$ cat src/rtl/nyq_i2s_tx_if.sv
`default_nettype none
// +------------------------------------------------------------------+
// | nyq_i2s_tx_if : parameter-write, sample-in and I2S-out bundle     |
// | Rev 1.0                                                          |
// +------------------------------------------------------------------+
interface nyq_i2s_tx_if #(
    parameter int ADDR_WIDTH = 5,
    parameter int MEM_WIDTH  = 32,
    parameter int IN_WIDTH   = 24
);
    logic                  WrEn_SI;
    logic [ADDR_WIDTH-1:0] Addr_DI;
    logic [MEM_WIDTH-1:0]  PAR_In_DI;
    logic [IN_WIDTH-1:0]   Smp_In_DI;
    logic                  Smp_Vld_SI;
    logic                  Bclk_CO;
    logic                  Lrck_CO;
    logic                  Sdat_DO;
    logic                  Ovf_SO;
    logic                  Udf_SO;

    modport master (
        output WrEn_SI, Addr_DI, PAR_In_DI, Smp_In_DI, Smp_Vld_SI,
        input  Bclk_CO, Lrck_CO, Sdat_DO, Ovf_SO, Udf_SO
    );

    modport slave (
        input  WrEn_SI, Addr_DI, PAR_In_DI, Smp_In_DI, Smp_Vld_SI,
        output Bclk_CO, Lrck_CO, Sdat_DO, Ovf_SO, Udf_SO
    );
endinterface
`default_nettype wire

$ cat src/rtl/nyq_i2s_tx.sv
`default_nettype none
// +------------------------------------------------------------------+
// | nyq_i2s_tx : one-entry sample buffer + BCLK divider + I2S framer  |
// | Rev 1.0                                                          |
// +------------------------------------------------------------------+
module nyq_i2s_tx #(
    parameter int ADDR_WIDTH = 5,
    parameter int MEM_WIDTH  = 32,
    parameter int IN_WIDTH   = 24,
    parameter int SLOT_WIDTH = 32
) (
    input  logic         Clk_CI,
    input  logic         Rst_RI,
    nyq_i2s_tx_if.slave  bus
);
    localparam int c_BW    = $clog2(2 * SLOT_WIDTH);
    localparam int c_IDX_W = $clog2(IN_WIDTH);

    localparam logic [c_BW-1:0] c_B_LAST = c_BW'(2 * SLOT_WIDTH - 1);
    localparam logic [c_BW-1:0] c_B_IDLE = c_BW'(2 * SLOT_WIDTH - 2);
    localparam logic [c_BW-1:0] c_LR_LO  = c_BW'(SLOT_WIDTH - 2);
    localparam logic [c_BW-1:0] c_LR_HI  = c_BW'(2 * SLOT_WIDTH - 3);

    localparam logic [ADDR_WIDTH-1:0] c_ADDR_DIV  = ADDR_WIDTH'(0);
    localparam logic [ADDR_WIDTH-1:0] c_ADDR_CTRL = ADDR_WIDTH'(1);
    localparam logic [ADDR_WIDTH-1:0] c_ADDR_CLR  = ADDR_WIDTH'(2);

    logic [7:0]          div_q,  div_d;
    logic                en_q,   en_d;
    logic                mute_q, mute_d;
    logic [7:0]          dcnt_q, dcnt_d;
    logic [c_BW-1:0]     b_q,    b_d;
    logic                bclk_q, bclk_d;
    logic                lrck_q, lrck_d;
    logic                sdat_q, sdat_d;
    logic [IN_WIDTH-1:0] hr_q,   hr_d;
    logic [IN_WIDTH-1:0] fr_q,   fr_d;
    logic                full_q, full_d;
    logic                ovf_q,  ovf_d;
    logic                udf_q,  udf_d;

    logic w_clr;
    logic w_fall;
    logic w_load;
    int   w_k;
    logic w_unused_par;

    // Only the low byte of a parameter word carries fields.
    assign w_unused_par = ^bus.PAR_In_DI[MEM_WIDTH-1:8];

    always_comb begin
        div_d  = div_q;
        en_d   = en_q;
        mute_d = mute_q;
        w_clr  = 1'b0;
        if (bus.WrEn_SI) begin
            if (bus.Addr_DI == c_ADDR_DIV) begin
                div_d = bus.PAR_In_DI[7:0];
            end
            if (bus.Addr_DI == c_ADDR_CTRL) begin
                en_d   = bus.PAR_In_DI[0];
                mute_d = bus.PAR_In_DI[1];
            end
            if (bus.Addr_DI == c_ADDR_CLR) begin
                w_clr = 1'b1;
            end
        end
    end

    always_comb begin
        dcnt_d = dcnt_q;
        b_d    = b_q;
        bclk_d = bclk_q;
        lrck_d = lrck_q;
        sdat_d = sdat_q;
        hr_d   = hr_q;
        fr_d   = fr_q;
        full_d = full_q;
        ovf_d  = w_clr ? 1'b0 : ovf_q;
        udf_d  = w_clr ? 1'b0 : udf_q;
        w_fall = 1'b0;
        w_load = 1'b0;
        w_k    = 0;

        if (!en_q) begin
            dcnt_d = 8'd0;
            b_d    = c_B_IDLE;
            bclk_d = 1'b0;
            lrck_d = 1'b0;
            sdat_d = 1'b0;
            fr_d   = '0;
            full_d = 1'b0;
        end else begin
            if (dcnt_q == div_q) begin
                dcnt_d = 8'd0;
                bclk_d = ~bclk_q;
                w_fall = bclk_q;
            end else begin
                dcnt_d = dcnt_q + 8'd1;
            end

            if (w_fall) begin
                b_d    = (b_q == c_B_LAST) ? '0 : b_q + c_BW'(1);
                w_load = (b_d == c_B_LAST);
                lrck_d = (b_d >= c_LR_LO) && (b_d <= c_LR_HI);
            end

            if (w_load) begin
                if (full_q) begin
                    fr_d   = hr_q;
                    full_d = 1'b0;
                end else begin
                    udf_d = 1'b1;
                end
            end

            // A strobe coinciding with a frame load refills the emptied buffer.
            if (bus.Smp_Vld_SI) begin
                hr_d   = bus.Smp_In_DI;
                full_d = 1'b1;
                if (full_q && !w_load) begin
                    ovf_d = 1'b1;
                end
            end

            if (w_fall) begin
                w_k = (int'(b_d) + 1) % SLOT_WIDTH;
                if (w_k < IN_WIDTH) begin
                    sdat_d = fr_d[c_IDX_W'(IN_WIDTH - 1 - w_k)];
                end else begin
                    sdat_d = 1'b0;
                end
            end

            if (mute_q) begin
                sdat_d = 1'b0;
            end
        end
    end

    always_ff @(posedge Clk_CI) begin
        if (Rst_RI) begin
            div_q  <= 8'd0;
            en_q   <= 1'b0;
            mute_q <= 1'b0;
            dcnt_q <= 8'd0;
            b_q    <= c_B_IDLE;
            bclk_q <= 1'b0;
            lrck_q <= 1'b0;
            sdat_q <= 1'b0;
            hr_q   <= '0;
            fr_q   <= '0;
            full_q <= 1'b0;
            ovf_q  <= 1'b0;
            udf_q  <= 1'b0;
        end else begin
            div_q  <= div_d;
            en_q   <= en_d;
            mute_q <= mute_d;
            dcnt_q <= dcnt_d;
            b_q    <= b_d;
            bclk_q <= bclk_d;
            lrck_q <= lrck_d;
            sdat_q <= sdat_d;
            hr_q   <= hr_d;
            fr_q   <= fr_d;
            full_q <= full_d;
            ovf_q  <= ovf_d;
            udf_q  <= udf_d;
        end
    end

    assign bus.Bclk_CO = bclk_q;
    assign bus.Lrck_CO = lrck_q;
    assign bus.Sdat_DO = sdat_q;
    assign bus.Ovf_SO  = ovf_q;
    assign bus.Udf_SO  = udf_q;

endmodule
`default_nettype wire
$ cat src/flat_wrapper.sv
// flat-port wrapper written by rule: the top's interface ports become plain ports
module nyq_i2s_tx_flat 
#(
    parameter int ADDR_WIDTH = 5,
    parameter int MEM_WIDTH  = 32,
    parameter int IN_WIDTH   = 24,
    parameter int SLOT_WIDTH = 32
)
  (Clk_CI, Rst_RI, bus_WrEn_SI, bus_Addr_DI, bus_PAR_In_DI, bus_Smp_In_DI, bus_Smp_Vld_SI, bus_Bclk_CO, bus_Lrck_CO, bus_Sdat_DO, bus_Ovf_SO, bus_Udf_SO);
  nyq_i2s_tx_if #(.ADDR_WIDTH(ADDR_WIDTH), .MEM_WIDTH(MEM_WIDTH), .IN_WIDTH(IN_WIDTH)) bus_i ();
  input  logic Clk_CI;
  input  logic Rst_RI;
  input wire logic [$bits(bus_i.WrEn_SI)-1:0] bus_WrEn_SI;
  input wire logic [$bits(bus_i.Addr_DI)-1:0] bus_Addr_DI;
  input wire logic [$bits(bus_i.PAR_In_DI)-1:0] bus_PAR_In_DI;
  input wire logic [$bits(bus_i.Smp_In_DI)-1:0] bus_Smp_In_DI;
  input wire logic [$bits(bus_i.Smp_Vld_SI)-1:0] bus_Smp_Vld_SI;
  output wire logic [$bits(bus_i.Bclk_CO)-1:0] bus_Bclk_CO;
  output wire logic [$bits(bus_i.Lrck_CO)-1:0] bus_Lrck_CO;
  output wire logic [$bits(bus_i.Sdat_DO)-1:0] bus_Sdat_DO;
  output wire logic [$bits(bus_i.Ovf_SO)-1:0] bus_Ovf_SO;
  output wire logic [$bits(bus_i.Udf_SO)-1:0] bus_Udf_SO;
  assign bus_i.WrEn_SI = bus_WrEn_SI;
  assign bus_i.Addr_DI = bus_Addr_DI;
  assign bus_i.PAR_In_DI = bus_PAR_In_DI;
  assign bus_i.Smp_In_DI = bus_Smp_In_DI;
  assign bus_i.Smp_Vld_SI = bus_Smp_Vld_SI;
  assign bus_Bclk_CO = bus_i.Bclk_CO;
  assign bus_Lrck_CO = bus_i.Lrck_CO;
  assign bus_Sdat_DO = bus_i.Sdat_DO;
  assign bus_Ovf_SO = bus_i.Ovf_SO;
  assign bus_Udf_SO = bus_i.Udf_SO;
  nyq_i2s_tx #(.ADDR_WIDTH(ADDR_WIDTH), .MEM_WIDTH(MEM_WIDTH), .IN_WIDTH(IN_WIDTH), .SLOT_WIDTH(SLOT_WIDTH)) u_core (.Clk_CI(Clk_CI), .Rst_RI(Rst_RI), .bus(bus_i));
endmodule
$ cat config.mk
export PLATFORM = sky130hd
export DESIGN_NAME = nyq_i2s_tx_flat
export DESIGN_NICKNAME = d
export VERILOG_FILES = /design/src/rtl/nyq_i2s_tx_if.sv /design/src/rtl/nyq_i2s_tx.sv /design/src/flat_wrapper.sv
export SDC_FILE = /design/constraint.sdc
export NUM_CORES = 1
export LEC_CHECK = 0
export CORE_AREA = 5 5 82 103
export DETAILED_ROUTE_END_ITERATION = 16
export DIE_AREA = 0 0 87 108
export PLACE_DENSITY_LB_ADDON = 0.3
export REMOVE_ABC_BUFFERS = 1
export SYNTH_ARGS = -nofsm -noshare
export SYNTH_HDL_FRONTEND = slang
export SYNTH_SLANG_ARGS = --single-unit
$ cat constraint.sdc
create_clock -name Clk_CI -period 4.4 [get_ports Clk_CI]
set_input_delay 1.1 -clock Clk_CI [delete_from_list [all_inputs] [get_ports Clk_CI]]
set_output_delay 1.1 -clock Clk_CI [all_outputs]
set_load 0.01 [all_outputs]
==> out/results.txt <==
status: completed
routed wire length: 8140 um
prevailing post-synth register cell: dfxtp_1
clk slew on worst S/H paths: 0.08 ns
layout cells sized above 1: 8.21%
total track usage: 18.1%
CTS Buf Count: 9
first-pass GRT wire length: 13700 um
vias in the first global route: 3016
initial antenna violation count: 0
die width: 87 um
sequential area share after synthesis: 42.0%
Sink Count: 78
I/O pin cnt: 70
synthesis-stage register bit count: 78
cell area after placement: 0.00424 sq mm
design area: 0.00441 sq mm
I/O Buffers: 45
final net count: 544
Ys Warns: 0
post-CTS sizing: 0
Final Max Tran Viols: 0
core area: 0.00731 sq mm
Post-Layout Cell Count: 567
period utilisation layout: 86.5%
drt drc: 0
dpl hpwl: 5760 um
DR pass1 iterations: 4
post-synth top area cell: dfxtp_1
Post-DRT Antenna Nets: 0
setup total negative slack: 0 ns
Yosys top cell area share: 42.0%
skew final: 0.00863 ns
Req. time, crit path: 4.62 ns
largest net degree at the start of global routing: 27
Layout area overhead: 18.7%
asr flop ratio synth: 0%
DR iter-0 viols: 132
TritonCTS clock tree: built
Area contributors post-synth: dfxtp_1 42%, nand2_1 11%, a21oi_1 7.1%, mux4_2 4.9%, mux2i_1 4.3%
hold bufs inserted after CTS: 0
RSZ-0062 raised after global routing: false
Setup-failing EPs final: 0
Die Y: 108 um
# rows: 35
Peak VDD IR: 0.233 mV
setup repair bufs after CTS: 0
filler instances: 652
GRT overflow: 0
internal reg-to-reg setup slack: 0.59 ns
starting density of the core: 50.8%
Hold Path Class: flip-flop to flip-flop
synthesized cell area: 0.00371 sq mm
Power Dens Cells: 281 mW/mm^2
Synth Area per Inst: 8.54 sq um
CP arrival: 4.03 ns
Lkg Pwr: 1.44 nW
Die ar.: 0.00940 sq mm
Max Root-Sink Buffers: 2
Final Hold Vio Count: 0
Post-synth EDFFs: 0
H-tree lvl count: 3
crit path max fanout: 12
number of diodes: 0
Slew HR: 36.0%
CP endpoint kind: flip-flop
Max Cap Viol: 0
vias: 3075
placed cell count: 553
CP Class: flip-flop to flip-flop
fin crit period: 3.81 ns
Distinct cells, synth: 52
latest clock arrival within the worst-skew pair: 0.34 ns
fmax: 0.263 GHz
Root Driver: clkbuf_8
Routability Congestion: 0.779
nature of the critical path startpoint: flip-flop
Wirelength per Cell: 14.4 um
fin util: 60.3%
Via density: 5.42
Mapped Cells: 435
Slew @ Worst Pin: 0.961 ns
placed cells by master, fill, tap and decap left out, drive strengths merged, types with 5 or more instances in the layout:
cell | netlist | final
xnor2 | 15 | 15
clkbuf | 18 | 11
buf | 8 | 7
xor2 | 8 | 8
dfxtp | 78 | 78
nand2b | 5 | 5
clkdlybuf4s50 | 0 | 45
nor2b | 6 | 6
and2 | 5 | 5
mux2i | 16 | 16
and3 | 5 | 5
ha | 7 | 7
a21oi | 53 | 53
mux4 | 8 | 8
nand2 | 109 | 109
nand3 | 9 | 9
nor2 | 28 | 28
o21ai | 7 | 7
critical path: stages, from the launching register on:
cell and delay, ns:
dfxtp_1 0.42, xnor2_1 0.17, nand4_2 0.32, nor3_4 0.34
mux2_2 0.51, ha_1 0.28, xnor2_1 0.31, xor2_2 0.47
mux4_2 0.40, a22oi_1 0.20, a31o_1 0.20, a221oi_2 0.07
cell families (layout without fill, tap and decap cells):
kind of cell               after synthesis  count (layout)  synth area share (%)
AOI/OAI and AO/OA                       82              82                  12.9
xor gates and xnor gates                23              23                  5.63
adders and majority gates                7               7                  2.36
buffers and inverters                   30              70                  3.20
DFF                                     78              78                  42.0
muxes                                   27              27                  10.1
and+or+nand+nor                        188             188                  23.8
registers in the layout, indices dropped and copies added (netlist names):
name and cells:
u_core.b_q 6, u_core.bus.Bclk_CO 1, u_core.bus.Lrck_CO 1, u_core.bus.Ovf_SO 1
u_core.bus.Sdat_DO 1, u_core.bus.Udf_SO 1, u_core.dcnt_q 8, u_core.div_q 8
u_core.en_q 1, u_core.fr_q 24, u_core.full_q 1, u_core.hr_q 24
u_core.mute_q 1
power breakdown:
group	switching, W	internal (W)	total (W)
clock network	0.000247	0.000229	0.000477
logic	0.0000179	0.0000366	0.0000545
registers	0.00000104	0.000707	0.000708
layer usage:
layer | global-route usage, % | routed length (um) | vias up
li1 | - | - | 1557
met1 | 21.6 | 3550 | 1465
met2 | 32.2 | 4180 | 44
met3 | 3.43 | 290 | 9
met4 | 6.24 | 118 | 0
met5 | 0 | 0 | -
worst paths after layout:
check	start	end	cells past startpoint
worst min-delay path	u_core.fr_q[1]	u_core.fr_q[1]	2
worst max register to register	u_core.dcnt_q[1]	u_core.bus.Sdat_DO	11
worst max-delay path	u_core.dcnt_q[1]	u_core.bus.Sdat_DO	11
worst min register to register	u_core.fr_q[1]	u_core.fr_q[1]	2
per-stage QoR:
step | hold WS [ns] | total power, W | setup slack, ns
3_3_place_gp | 0.434 | 0.000778 | 0.710
2_1_floorplan | 0.426 | 0.000734 | 0.755
4_1_cts | 0.453 | 0.00125 | 0.590
6_report | 0.451 | 0.00124 | 0.594
3_5_place_dp | 0.442 | 0.000779 | 0.608
5_1_grt | 0.471 | 0.00129 | 0.333
area by class of cell:
cell class / count / area [sq um] / area share, %
inverters: 4 / 15.0 / 0.341
multi-input cells: 327 / 2040 / 46.3
well taps: 92 / 115 / 2.61
clock inverters: 3 / 21.3 / 0.482
clock buffers: 11 / 151 / 3.43
repair buffers: 52 / 503 / 11.4
flip-flops and latches: 78 / 1560 / 35.4
synthesized netlist by cell type, types with 5 or more instances:
master and number:
and3_1 5, ha_1 7, a21oi_1 53, dfxtp_1 78, mux4_2 8, nand2b_1 5, nor2_1 28, nand2_1 109
buf_1 5, o21ai_0 6, nand3_1 9, clkbuf_1 18, xor2_1 7, nor2b_1 6, xnor2_1 15, and2_1 5
mux2i_1 16
Power figures use the tool's default switching activity.
